## src/rtl/mem_port_arbiter_pkg.sv

```systemverilog
// Shared encodings for the memory port arbiter: downstream request flags and arbiter states.
package mem_port_arbiter_pkg;

    localparam logic [1:0] MemIdle  = 2'b00;
    localparam logic [1:0] MemRead  = 2'b01;
    localparam logic [1:0] MemWrite = 2'b10;

    typedef enum logic [1:0] {
        ArbIdle  = 2'd0,
        ArbIssue = 2'd1,
        ArbWait  = 2'd2,
        ArbResp  = 2'd3
    } arb_state_e;

    // 2'b11 is reserved and never counts as a request.
    function automatic logic is_request(input logic [1:0] flag);
        return (flag == MemRead) || (flag == MemWrite);
    endfunction

endpackage

```

## src/rtl/mem_port_arbiter_rr_pick.sv

```systemverilog
// Combinational round-robin picker: first set bit of req_i searching upward from ptr_i,
// wrapping from N-1 back to 0.
module mem_port_arbiter_rr_pick #(
    parameter int unsigned N = 2,
    localparam int unsigned IdxW = $clog2(N)
) (
    input  logic [N-1:0]    req_i,
    input  logic [IdxW-1:0] ptr_i,
    output logic            valid_o,
    output logic [IdxW-1:0] idx_o
);

    logic [IdxW-1:0] cand;

    always_comb begin
        valid_o = 1'b0;
        idx_o   = '0;
        cand    = '0;
        // Farthest offset first, so the requester nearest the pointer is written last and wins.
        for (int k = int'(N) - 1; k >= 0; k--) begin
            cand = IdxW'((int'(ptr_i) + k) % int'(N));
            if (req_i[cand]) begin
                valid_o = 1'b1;
                idx_o   = cand;
            end
        end
    end

endmodule

```

## src/rtl/mem_port_arbiter.sv

```systemverilog
// Shares one memory controller port between N_PORTS requesters with round-robin arbitration.
// The winner is latched, issued downstream when not busy, and answered with a one-cycle done.
module mem_port_arbiter
    import mem_port_arbiter_pkg::*;
#(
    parameter int unsigned N_PORTS    = 2,
    parameter int unsigned ADDR_WIDTH = 32,
    parameter int unsigned DATA_WIDTH = 32,
    localparam int unsigned MaskW = DATA_WIDTH / 8,
    localparam int unsigned IdxW  = $clog2(N_PORTS)
) (
    input  logic                          clk,
    input  logic                          rst,
    input  logic [2*N_PORTS-1:0]          req_rw_flag_i,
    input  logic [ADDR_WIDTH*N_PORTS-1:0] req_addr_i,
    input  logic [DATA_WIDTH*N_PORTS-1:0] req_w_data_i,
    input  logic [MaskW*N_PORTS-1:0]      req_w_mask_i,
    output logic [DATA_WIDTH*N_PORTS-1:0] req_r_data_o,
    output logic [N_PORTS-1:0]            req_busy_o,
    output logic [N_PORTS-1:0]            req_done_o,
    output logic [1:0]                    mem_rw_flag_o,
    output logic [ADDR_WIDTH-1:0]         mem_addr_o,
    output logic [DATA_WIDTH-1:0]         mem_w_data_o,
    output logic [MaskW-1:0]              mem_w_mask_o,
    input  logic [DATA_WIDTH-1:0]         mem_r_data_i,
    input  logic                          mem_busy_i,
    input  logic                          mem_done_i
);

    localparam logic [N_PORTS-1:0] PortOne = N_PORTS'(1);

    logic [1:0]            flag_a  [N_PORTS];
    logic [ADDR_WIDTH-1:0] addr_a  [N_PORTS];
    logic [DATA_WIDTH-1:0] wdata_a [N_PORTS];
    logic [MaskW-1:0]      wmask_a [N_PORTS];
    logic [N_PORTS-1:0]    cand;

    arb_state_e            state_q;
    logic [IdxW-1:0]       grant_q;
    logic [IdxW-1:0]       rr_ptr_q;
    logic [N_PORTS-1:0]    excl_q;
    logic [N_PORTS-1:0]    done_q;
    logic                  is_write_q;
    logic [1:0]            mem_flag_q;
    logic [ADDR_WIDTH-1:0] mem_addr_q;
    logic [DATA_WIDTH-1:0] mem_wdata_q;
    logic [MaskW-1:0]      mem_wmask_q;
    logic [DATA_WIDTH-1:0] rdata_q;

    logic                  pick_valid;
    logic [IdxW-1:0]       pick_idx;

    for (genvar i = 0; i < N_PORTS; i++) begin : g_port
        assign flag_a[i]  = req_rw_flag_i[2*i +: 2];
        assign addr_a[i]  = req_addr_i[ADDR_WIDTH*i +: ADDR_WIDTH];
        assign wdata_a[i] = req_w_data_i[DATA_WIDTH*i +: DATA_WIDTH];
        assign wmask_a[i] = req_w_mask_i[MaskW*i +: MaskW];
        // A port just served may still show its old flag for one cycle.
        assign cand[i] = is_request(flag_a[i]) && !excl_q[i] && !done_q[i];
        assign req_r_data_o[DATA_WIDTH*i +: DATA_WIDTH] = done_q[i] ? rdata_q : '0;
    end

    mem_port_arbiter_rr_pick #(
        .N (N_PORTS)
    ) u_rr_pick (
        .req_i   (cand),
        .ptr_i   (rr_ptr_q),
        .valid_o (pick_valid),
        .idx_o   (pick_idx)
    );

    always_ff @(posedge clk) begin
        if (rst) begin
            state_q     <= ArbIdle;
            grant_q     <= '0;
            rr_ptr_q    <= '0;
            excl_q      <= '0;
            done_q      <= '0;
            is_write_q  <= 1'b0;
            mem_flag_q  <= MemIdle;
            mem_addr_q  <= '0;
            mem_wdata_q <= '0;
            mem_wmask_q <= '0;
            rdata_q     <= '0;
        end else begin
            unique case (state_q)
                ArbIdle: begin
                    excl_q <= '0;
                    if (pick_valid) begin
                        grant_q     <= pick_idx;
                        is_write_q  <= (flag_a[pick_idx] == MemWrite);
                        mem_flag_q  <= flag_a[pick_idx];
                        mem_addr_q  <= addr_a[pick_idx];
                        mem_wdata_q <= wdata_a[pick_idx];
                        mem_wmask_q <= wmask_a[pick_idx];
                        state_q     <= ArbIssue;
                    end
                end
                ArbIssue: begin
                    if (!mem_busy_i) begin
                        mem_flag_q  <= MemIdle;
                        mem_addr_q  <= '0;
                        mem_wdata_q <= '0;
                        mem_wmask_q <= '0;
                        state_q     <= ArbWait;
                    end
                end
                ArbWait: begin
                    if (mem_done_i) begin
                        rdata_q <= is_write_q ? '0 : mem_r_data_i;
                        done_q  <= PortOne << grant_q;
                        state_q <= ArbResp;
                    end
                end
                ArbResp: begin
                    done_q   <= '0;
                    rdata_q  <= '0;
                    rr_ptr_q <= (grant_q == IdxW'(N_PORTS - 1)) ? '0 : grant_q + IdxW'(1);
                    excl_q   <= PortOne << grant_q;
                    state_q  <= ArbIdle;
                end
            endcase
        end
    end

    assign req_busy_o    = {N_PORTS{state_q != ArbIdle}};
    assign req_done_o    = done_q;
    assign mem_rw_flag_o = mem_flag_q;
    assign mem_addr_o    = mem_addr_q;
    assign mem_w_data_o  = mem_wdata_q;
    assign mem_w_mask_o  = mem_wmask_q;

endmodule

```

## config.mk

```make
export PLATFORM = sky130hd
export DESIGN_NAME = mem_port_arbiter
export DESIGN_NICKNAME = d
export VERILOG_FILES = /design/src/rtl/mem_port_arbiter_pkg.sv /design/src/rtl/mem_port_arbiter_rr_pick.sv /design/src/rtl/mem_port_arbiter.sv
export SDC_FILE = /design/constraint.sdc
export NUM_CORES = 1
export LEC_CHECK = 0
export CORE_AREA = 2 2 122 124
export CTS_BUF_LIST = sky130_fd_sc_hd__clkbuf_16
export CTS_CLUSTER_DIAMETER = 100
export DETAILED_ROUTE_END_ITERATION = 10
export DIE_AREA = 0 0 124 126
export PLACE_DENSITY = 0.81
export SYNTH_ARGS = -nofsm -noshare
export SYNTH_HDL_FRONTEND = slang
export SYNTH_HIERARCHICAL = 1
export SYNTH_SLANG_ARGS = --single-unit
```

## constraint.sdc

```tcl
create_clock -name clk -period 4.22 [get_ports clk]
set_clock_uncertainty 0.1 [all_clocks]
set_input_delay 0.633 -clock clk [delete_from_list [all_inputs] [get_ports clk]]
set_output_delay 0.633 -clock clk [all_outputs]
set_load 0.02 [all_outputs]
```

# After elaboration in Yosys (flattened, before gate mapping)
# Index checks and enable logic that the tools add are counted.
# op_classes
n_reduce_logical	19
add_sub_neg	2
n_lt_le_gt_ge	3
n_eq_ne	11
bitwise_logic	1
muxes	44
n_shift	1
# op_table
cell	n
32-bit two-way mux	13
32-bit one-hot mux with 2 select lines	3
4-bit two-way mux	5
2-bit two-way mux	9
2-bit one-hot mux with 2 select lines	3
2-bit == test (second input constant)	5
1-bit two-way mux	9
2-bit one-hot mux with 4 select lines	1
4-bit one-hot mux with 2 select lines	1
2-bit nonzero test	4
2-bit by 1-bit == test with 1-bit output (second input constant)	3
2-bit inequality test (second input constant)	3
3-bit AND reduction	2
1-bit logical AND	4
1-bit zero test	4
1-bit by 2-bit < comparator with 1-bit output (second input constant)	2
2-bit AND reduction	2
1-bit adder (second input constant)	2
2-bit >= comparator (second input constant)	1
2-bit zero test	1
1-bit logical OR	2
1-bit NOT with 2-bit output	1
1-bit by 1-bit << shifter with 2-bit output (first input constant)	1
# totals
register_bits	111
wordCells	92
output_inout_bits	138
inputBits	176

# Longest topological paths before layout
# Gate-level depths: netlist of run 1.
# logic_depth
word_depth	14
ltp_mapped	8
mapped_depth_nobuf	6

# Cells and area by module
# The synthesis of run 1 kept the hierarchy.
# modules_own_cells
mod	cells_each	seq_area_each_um2	instances	area_each_um2
mem_port_arbiter	667	2222.1	1	5549.1
mem_port_arbiter_rr_pick	3	0.0	1	17.5

# Least setup slack after synthesis of run 1
# No wires, ideal clock.
# synth_timing
kind	input-to-reg
from	input port req_rw_flag_i[3]
to	register mem_flag_q[1], in the netlist mem_rw_flag_o[1]
arrival_ns	1.941
t_required_ns	3.988
path_stages	8
path_slack_ns	2.047
setup_ns	0.132
path_cell_list	xnor2_1 -> nor3_1 -> a21boi_1 -> buf_4 -> buf_2 -> mux2_2 -> nand4b_1 -> a21oi_1
# synth_between
elab_chain_cells	14
elab_cells_between_ends	21
cone_classes	eq/ne (3); mux (13); bitwise (1); reduce/logical (4)
# synth_lines
element	line	source
from (decl)	mem_port_arbiter.sv:14	input logic [2*N_PORTS-1:0] req_rw_flag_i,
2-bit by 1-bit == test with 1-bit output / 2-bit == test (equally long branches)	mem_port_arbiter_pkg.sv:17	return (flag == MemRead) || (flag == MemWrite);
1-bit logical OR *	mem_port_arbiter_pkg.sv:17	
1-bit logical AND * (2 in series)	mem_port_arbiter.sv:59	assign cand[i] = is_request(flag_a[i]) && !excl_q[i] && !done_q[i];
via cand[1]	mem_port_arbiter.sv:36	logic [N_PORTS-1:0] cand;
1-bit two-way mux (not written as such) (2 in series)	mem_port_arbiter_rr_pick.sv:22	if (req_i[cand]) begin
1-bit two-way mux	mem_port_arbiter_rr_pick.sv:22	
1-bit two-way mux *	mem_port_arbiter_rr_pick.sv:22	
via pick_idx	mem_port_arbiter.sv:51	logic [IdxW-1:0] pick_idx;
1-bit NOT with 2-bit output (not written as such) *	mem_port_arbiter.sv:92	mem_flag_q <= flag_a[pick_idx];
2-bit two-way mux (not written as such) * (3 in series)	mem_port_arbiter.sv:92	
2-bit two-way mux *	mem_port_arbiter.sv:89	if (pick_valid) begin
2-bit one-hot mux with 2 select lines *	mem_port_arbiter.sv:86	unique case (state_q)
to (signal assigned)	mem_port_arbiter.sv:80	mem_flag_q <= MemIdle;
to (signal assigned)	mem_port_arbiter.sv:92	
to (signal assigned)	mem_port_arbiter.sv:101	mem_flag_q <= MemIdle;
to (decl)	mem_port_arbiter.sv:44	logic [1:0] mem_flag_q;
# The timed path passes the listed nets; every way through them passes the cells marked *. The select of a mux whose other input is x is not followed.
# A chain may end at the register's enable or synchronous reset.

# Final worst setup path of run 1
# layout_timing
from	register done_q[0], in the netlist req_done_o[0]
to	output port req_r_data_o[11]
# layout_between
elab_chain_cells	1
# layout_lines
element	line	source
from (decl)	mem_port_arbiter.sv:42	logic [N_PORTS-1:0] done_q;
from (signal assigned)	mem_port_arbiter.sv:111	done_q <= PortOne << grant_q;
32-bit two-way mux	mem_port_arbiter.sv:60	assign req_r_data_o[DATA_WIDTH*i +: DATA_WIDTH] = done_q[i] ? rdata_q : '0;
to (decl)	mem_port_arbiter.sv:18	output logic [DATA_WIDTH*N_PORTS-1:0] req_r_data_o,
# No other way between the ends.

==> flow_summary.yaml, run 1 <==
status:
  run_status: "completed"
global_route:
  grt_pass1_vias: 5389
  grt-ovfl-total: 0
  antenna_found_initial: 0
  grt_pass1_wl_um: 27600
  grt_max_degree: 105
  grt_usage_pct: 22.3
clock_tree:
  clock_path_buffers: 2
  cts_setup_buffers: 0
  cts_buffers: 9
  cts_max_level: 3
  clkTransAtPathRegs_ps: 70
  cts_hold_buf: 0
  cts_root_buffer: "clkbuf_16"
  cts_sinks: 111
  cts_resized: 0
  cts_tree: "done"
  clock_latency_ps: 340
synthesis:
  synth_edf_count: 0
  ys.flop_type: "dfxtp_1"
  synth_area_leader_cell: "dfxtp_1"
  async_flop_share_pct: 0
  ys_seq_area_share_pct: 39.9
  synth_warnings: 6
  yosysMostFrequentCell: "dfxtp_1"
  synth_area_leaders: "dfxtp_1 40%, mux2i_1 13%, a21oi_1 9.7%"
  syn-cell-area_um2: 5570
  synth_nets: 851
  syn_area_per_cell_um2: 8.31
  syn-instance-count: 670
  synth_seq_cells: 111
  synth_top_area_share_pct: 39.9
  synth_cell_types: 30
  ys_top_cells_by_count: "111 x dfxtp_1, 108 x a21oi_1, 71 x mux2i_1"
setup_path:
  worstReg2RegEnd: "mem_addr_o[28]"
  path_cells: "and2_1 -> clkdlybuf4s50_1"
  required_ps: 3490
  slowest_delay_ps: 910
  worstSetupPathType: "flop to output pin"
  reg2reg_from: "req_done_o[0]"
  cp.arrival_ps: 2150
  rrSetupSlack_ps: 1490
  reg2reg_depth: 6
  critical_path.slowest_cell: "dfxtp_1"
  cp-end-kind: "output pin"
  cp_max_fo: 35
  critPathLaunchType: "flop"
hold_path:
  hold_end: "rdata_q[26]"
  hp-class: "flop to flop"
  min_path_cells: 2
  min_from: "rdata_q[26]"
sta:
  worst_pin_slew_ps: 1150
  whs_ps: 361
  max-slew-margin-rel_pct: 23.1
  slew_viol_final: 0
  period_share_pct: 68.2
  hold_viol_final: 0
  rsz0062_at_grt: "false"
  fmaxAchievable_mhz: 347
  min_period_ps: 2880
  setup_tns_ps: 0
  setup_viol: 0
floorplanning:
  dieHeight_um: 126
  io_pins: 314
  dieArea_um2: 15600
  die_x_um: 124
  start_util_pct: 38.9
  coreArea_um2: 14300
  rows: 44
route:
  vias: 5786
  drtPass1Iterations: 6
  drc: 0
  via_per_inst: 5.16
  wl_per_cell_um: 16.0
  first_iter_violations: 266
  routed_wl_um: 17900
  ant_nets: 0
placement:
  dp_hpwl_um: 12700
  globalplace.congestion: 0.776
  portBuffers: 313
final_layout:
  fill_cells: 1307
  multi_input_area_um2: 3040
  area_growth_pct: 62.1
  drive_gt1_share_pct: 3.09
  regArea_um2: 2220
  diodes: 0
  fin_nets: 1113
  final_util_pct: 63.0
power:
  peakVddDrop_uv: 411
  power.leakage_nw: 3.19
  p_per_area_nw_per_um2: 567
run:
  max_cap_viol_count: 0
-- routing by layer --
metal  track usage [%]  wire [um]  vias to the layer above
met3              7.29       1730                       32
met5                 0          0                        -
li1                  -          -                     2859
met1              25.4       6860                     2659
met4              8.20        418                        0
met2              38.6       8880                      236
-- kinds of logic after synthesis --
family	after synthesis	share of synthesized area (%)
simple gates	224	22.5
compound gates	182	16.5
flops	111	39.9
mux	74	13.4
buf+inv	72	6.16
fa+ha+maj	5	1.12
xor+xnor	2	0.315
-- registers in the layout (all words and copies together), names as in the netlist --
register,count
mem_w_mask_o,4
state_q,2
grant_q,1
mem_addr_o,32
mem_rw_flag_o,2
rr_ptr_q,1
rdata_q,32
mem_w_data_o,32
req_done_o,2
excl_q,2
is_write_q,1
-- cell type report --
type / instances / area share, %
clock buffer: 9 / 2.50
clock inverter: 7 / 0.971
inverter: 4 / 0.166
multi-input combinational: 487 / 33.7
sequential: 111 / 24.6
tap: 184 / 2.55
timing repair buffer: 319 / 35.5
-- critical path: cells and delay by family, from the launching register on --
kind | cells | cell delay [ps]
flops | 1 | 910
buf+inv | 1 | 620
simple gates | 1 | 280
-- how the worst max path moves through the flow --
stage                           startpoint               end  slack [ps]  depth (start not counted)
final                        req_done_o[0]  req_r_data_o[11]        1340                          2
after global routing         req_done_o[1]  req_r_data_o[46]        1200                          2
after CTS                    req_done_o[0]  req_r_data_o[11]        1270                          2
after detailed placement  req_rw_flag_i[0]    mem_addr_o[21]        1200                          8
after global placement    req_rw_flag_i[0]  mem_w_data_o[13]        1250                          8
after floorplan           req_rw_flag_i[3]  mem_rw_flag_o[1]        2050                          8
-- where the power goes --
group | switching [mW] | internal, mW
clock network | 0.383 | 0.516
logic | 1.50 | 1.17
registers | 0.175 | 1.36
-- through the flow --
stage | total power [mW] | cell area (um^2) | cells | worst slack (ps)
after global routing | 5.45 | 9020 | 1121 | 1200
after global placement | 4.21 | 8710 | 1105 | 1250
after CTS | 5.16 | 9020 | 1121 | 1270
after detailed placement | 4.25 | 8710 | 1105 | 1200
after floorplan | 3.25 | 5570 | 670 | 2050
final | 5.11 | 9020 | 1121 | 1340
-- layout by cell type (no fill, tap or decap), types with 2 or more instances in the layout --
cell type,count
mux2i_4,2
clkdlybuf4s50_1,312
o21ai_0,70
xnor2_1,2
nor2_1,3
dfxtp_1,111
clkbuf_16,9
nor3_1,2
clkinv_1,2
mux2i_1,70
a21oi_1,108
clkinvlp_4,2
buf_4,5
nand2_1,39
nand2b_1,4
buf_12,2
ha_1,4
bufinv_16,2
and2_1,64
nand3_1,34
inv_1,4
or3_1,70
nand3b_1,2
mux2_2,2
Note: power is estimated with default switching activity, not from simulation.
==> run 2: changes to the inputs <==
--- a/config.mk
+++ b/config.mk
@@ -5,11 +5,10 @@
 export SDC_FILE = /design/constraint.sdc
 export NUM_CORES = 1
 export LEC_CHECK = 0
-export CORE_AREA = 2 2 122 124
+export CORE_UTILIZATION = 39
 export CTS_BUF_LIST = sky130_fd_sc_hd__clkbuf_16
 export CTS_CLUSTER_DIAMETER = 100
 export DETAILED_ROUTE_END_ITERATION = 10
-export DIE_AREA = 0 0 124 126
 export PLACE_DENSITY = 0.81
 export SYNTH_ARGS = -nofsm -noshare
 export SYNTH_HDL_FRONTEND = slang
==> constraint.sdc (replaced) <==
create_clock -name clk -period 2.92 [get_ports clk]
set_clock_uncertainty 0.1 [all_clocks]
set_input_delay 0.438 -clock clk [delete_from_list [all_inputs] [get_ports clk]]
set_output_delay 0.438 -clock clk [all_outputs]
set_load 0.02 [all_outputs]
==> run 2 against run 1 <==
Sequential share of layout area fell by 0.36 points. Die area down 5.6%. Setup slack got worse by 910 ps. Cell area is 1.5% higher. Combinational power increased by 49%. Largest power group unchanged. Clock power up 53%. First-iteration DRC count is 7.9% higher. Highest routed layer unchanged. Largest cell class unchanged. Via count up 0.40%. Sequential power increased by 44%. Final cell count up 0.62%. Non-clock buffer count increased by 11.
==> flow_summary.yaml, run 2 (synthesized netlist as in run 1, its figures left out) <==
placement:
  globalplace.congestion: 0.772
  dp_hpwl_um: 12700
  dpl.cell_count: 1112
  dpl_worst_slack_ps: 153
  portBuffers: 313
power:
  power.share.clock_pct: 18.1
  power.leakage_nw: 3.29
  combPwrFrac_pct: 52.7
  p_sw_mw: 3.01
  switching_share_pct: 39.8
  p_int_mw: 4.55
  peakVddDrop_uv: 667
  p_seq_share_pct: 29.2
  p_per_area_nw_per_um2: 826
clock_tree:
  clkTransAtPathRegs_ps: 70
  cts_root_buffer: "clkbuf_16"
  cts_setup_buffers: 0
  cts_max_level: 3
  cts_resized: 0
  clock_latency_ps: 340
  cts_buffers: 9
  cts_sinks: 111
  cts_hold_buf: 0
  cts_tree: "done"
  clock_path_buffers: 2
final_layout:
  finalNonFillerCells: 1128
  fin_nets: 1124
  final_util_pct: 65.9
  fill_cells: 1212
  area_growth_pct: 64.4
  final_common_cell: "clkdlybuf4s50_1"
  drive_gt1_share_pct: 4.01
  diodes: 0
  mostFrequentLayoutCells: "312 x clkdlybuf4s50_1, 111 x dfxtp_1, 108 x a21oi_1"
global_route:
  grt_util_met2_pct: 42.8
  grt_usage_pct: 24.3
  gr-max-usage-layer: "met2"
  grt_pass1_wl_um: 28100
  antenna_found_initial: 0
  grt_use_met1_pct: 28.0
  grt-ovfl-total: 0
  global_route.usage.met3_pct: 6.67
  grt_pass1_vias: 5537
  grt_max_degree: 81
route:
  wl_per_cell_um: 15.9
  first_iter_violations: 287
  ant_nets: 0
  via_per_inst: 5.15
  drtPass1Iterations: 7
  drc: 0
  vias: 5809
  routed_wl_um: 17900
status:
  run_status: "completed"
sta:
  whs_ps: 354
  fmaxAchievable_mhz: 402
  slew_viol_final: 0
  min_period_ps: 2480
  period_share_pct: 85.1
  hold_viol_final: 0
  max-slew-margin-rel_pct: 49.0
  setup_tns_ps: 0
  worst_pin_slew_ps: 765
  setup_slack_ps: 435
  rsz0062_at_grt: "false"
  setup_viol: 0
floorplanning:
  dieHeight_um: 121
  dieArea_um2: 14800
  start_util_pct: 40.1
  io_pins: 314
  coreArea_um2: 13900
  rows: 43
  die_x_um: 121
setup_path:
  cp_max_fo: 59
  required_ps: 3080
  critPathBufInv: 2
  path_cells: "clkdlybuf4s50_1 -> xnor2_1 -> nor3_1 -> or2_1 -> mux2i_4 -> buf_4 -> or3_1 -> a21oi_1"
  cp.arrival_ps: 2640
  worstSetupPathType: "primary input to flop"
  cp-end-kind: "flop"
  critPathLaunchType: "primary input"
  slowest_delay_ps: 450
  crit_family: "simple AND/OR/NAND/NOR gates"
  critical_path.slowest_cell: "clkdlybuf4s50_1"
run:
  max_cap_viol_count: 0
hold_path:
  hp-class: "flop to flop"
[run 2: cell count changes in the layout (fill, tap and decap cells not counted)]
| cell | delta |
|---|---|
| buf_12 | +3 |
| inv_1 | +3 |
| clkinv_1 | -1 |
| bufinv_16 | +1 |
| buf_4 | +8 |
| clkinvlp_4 | -2 |
| clkinv_2 | -1 |
[run 2: cell type report]
type                       instances  area [um^2]  share of cell area (%)
timing repair buffer             330         3320                    36.3
multi-input combinational        487         3040                    33.2
sequential                       111         2220                    24.3
clock buffer                       9          225                    2.46
tap                              180          225                    2.46
clock inverter                     7          105                    1.15
inverter                           4         15.0                   0.164
[run 2: power groups by stage]
stage	clock network, mW	registers [mW]	logic, mW
finish	1.37	2.21	3.98
global route	1.45	2.26	4.32
CTS	1.40	2.21	3.98
detailed placement	0	2.23	3.96
global placement	0	2.22	3.92
floorplan	0	2.63	2.07
[run 2: worst paths after layout]
kind	from	endpoint	slack [ps]	depth (start not counted)
hold reg to reg	excl_q[1]	excl_q[1]	350	2
hold / removal	excl_q[1]	excl_q[1]	350	2
setup reg to reg	state_q[1]	mem_w_data_o[24]	590	6
setup / recovery	req_rw_flag_i[0]	mem_w_data_o[24]	440	8
[run 2: stage by stage]
stage | area, um^2 | power, mW
6_report | 9150 | 7.56
5_1_grt | 9150 | 8.04
4_1_cts | 9150 | 7.59
3_5_place_dp | 8820 | 6.20
3_3_place_gp | 8820 | 6.13
2_1_floorplan | 5570 | 4.70
[run 2: routing by layer]
layer  vias up  share of wire (%)
li1       2881                  -
met5         -                  0
met3        21                7.5
met1      2696                 41
met4         0                1.8
met2       211                 50
[run 2: worst register-to-register path: stages, from the launching register on]
cell	delay (ps)
dfxtp_1	350
inv_1	120
ha_2	590
mux2i_4	160
buf_4	310
or3_1	420
a21oi_1	200
==> run 3: changes to the inputs <==
--- a/config.mk
+++ b/config.mk
@@ -14,3 +14,4 @@
 export SYNTH_HDL_FRONTEND = slang
 export SYNTH_HIERARCHICAL = 1
 export SYNTH_SLANG_ARGS = --single-unit
+export TNS_END_PERCENT = 50
==> results of run 3 <==
No change in the layout: final DEF, timing and power equal those of run 2.
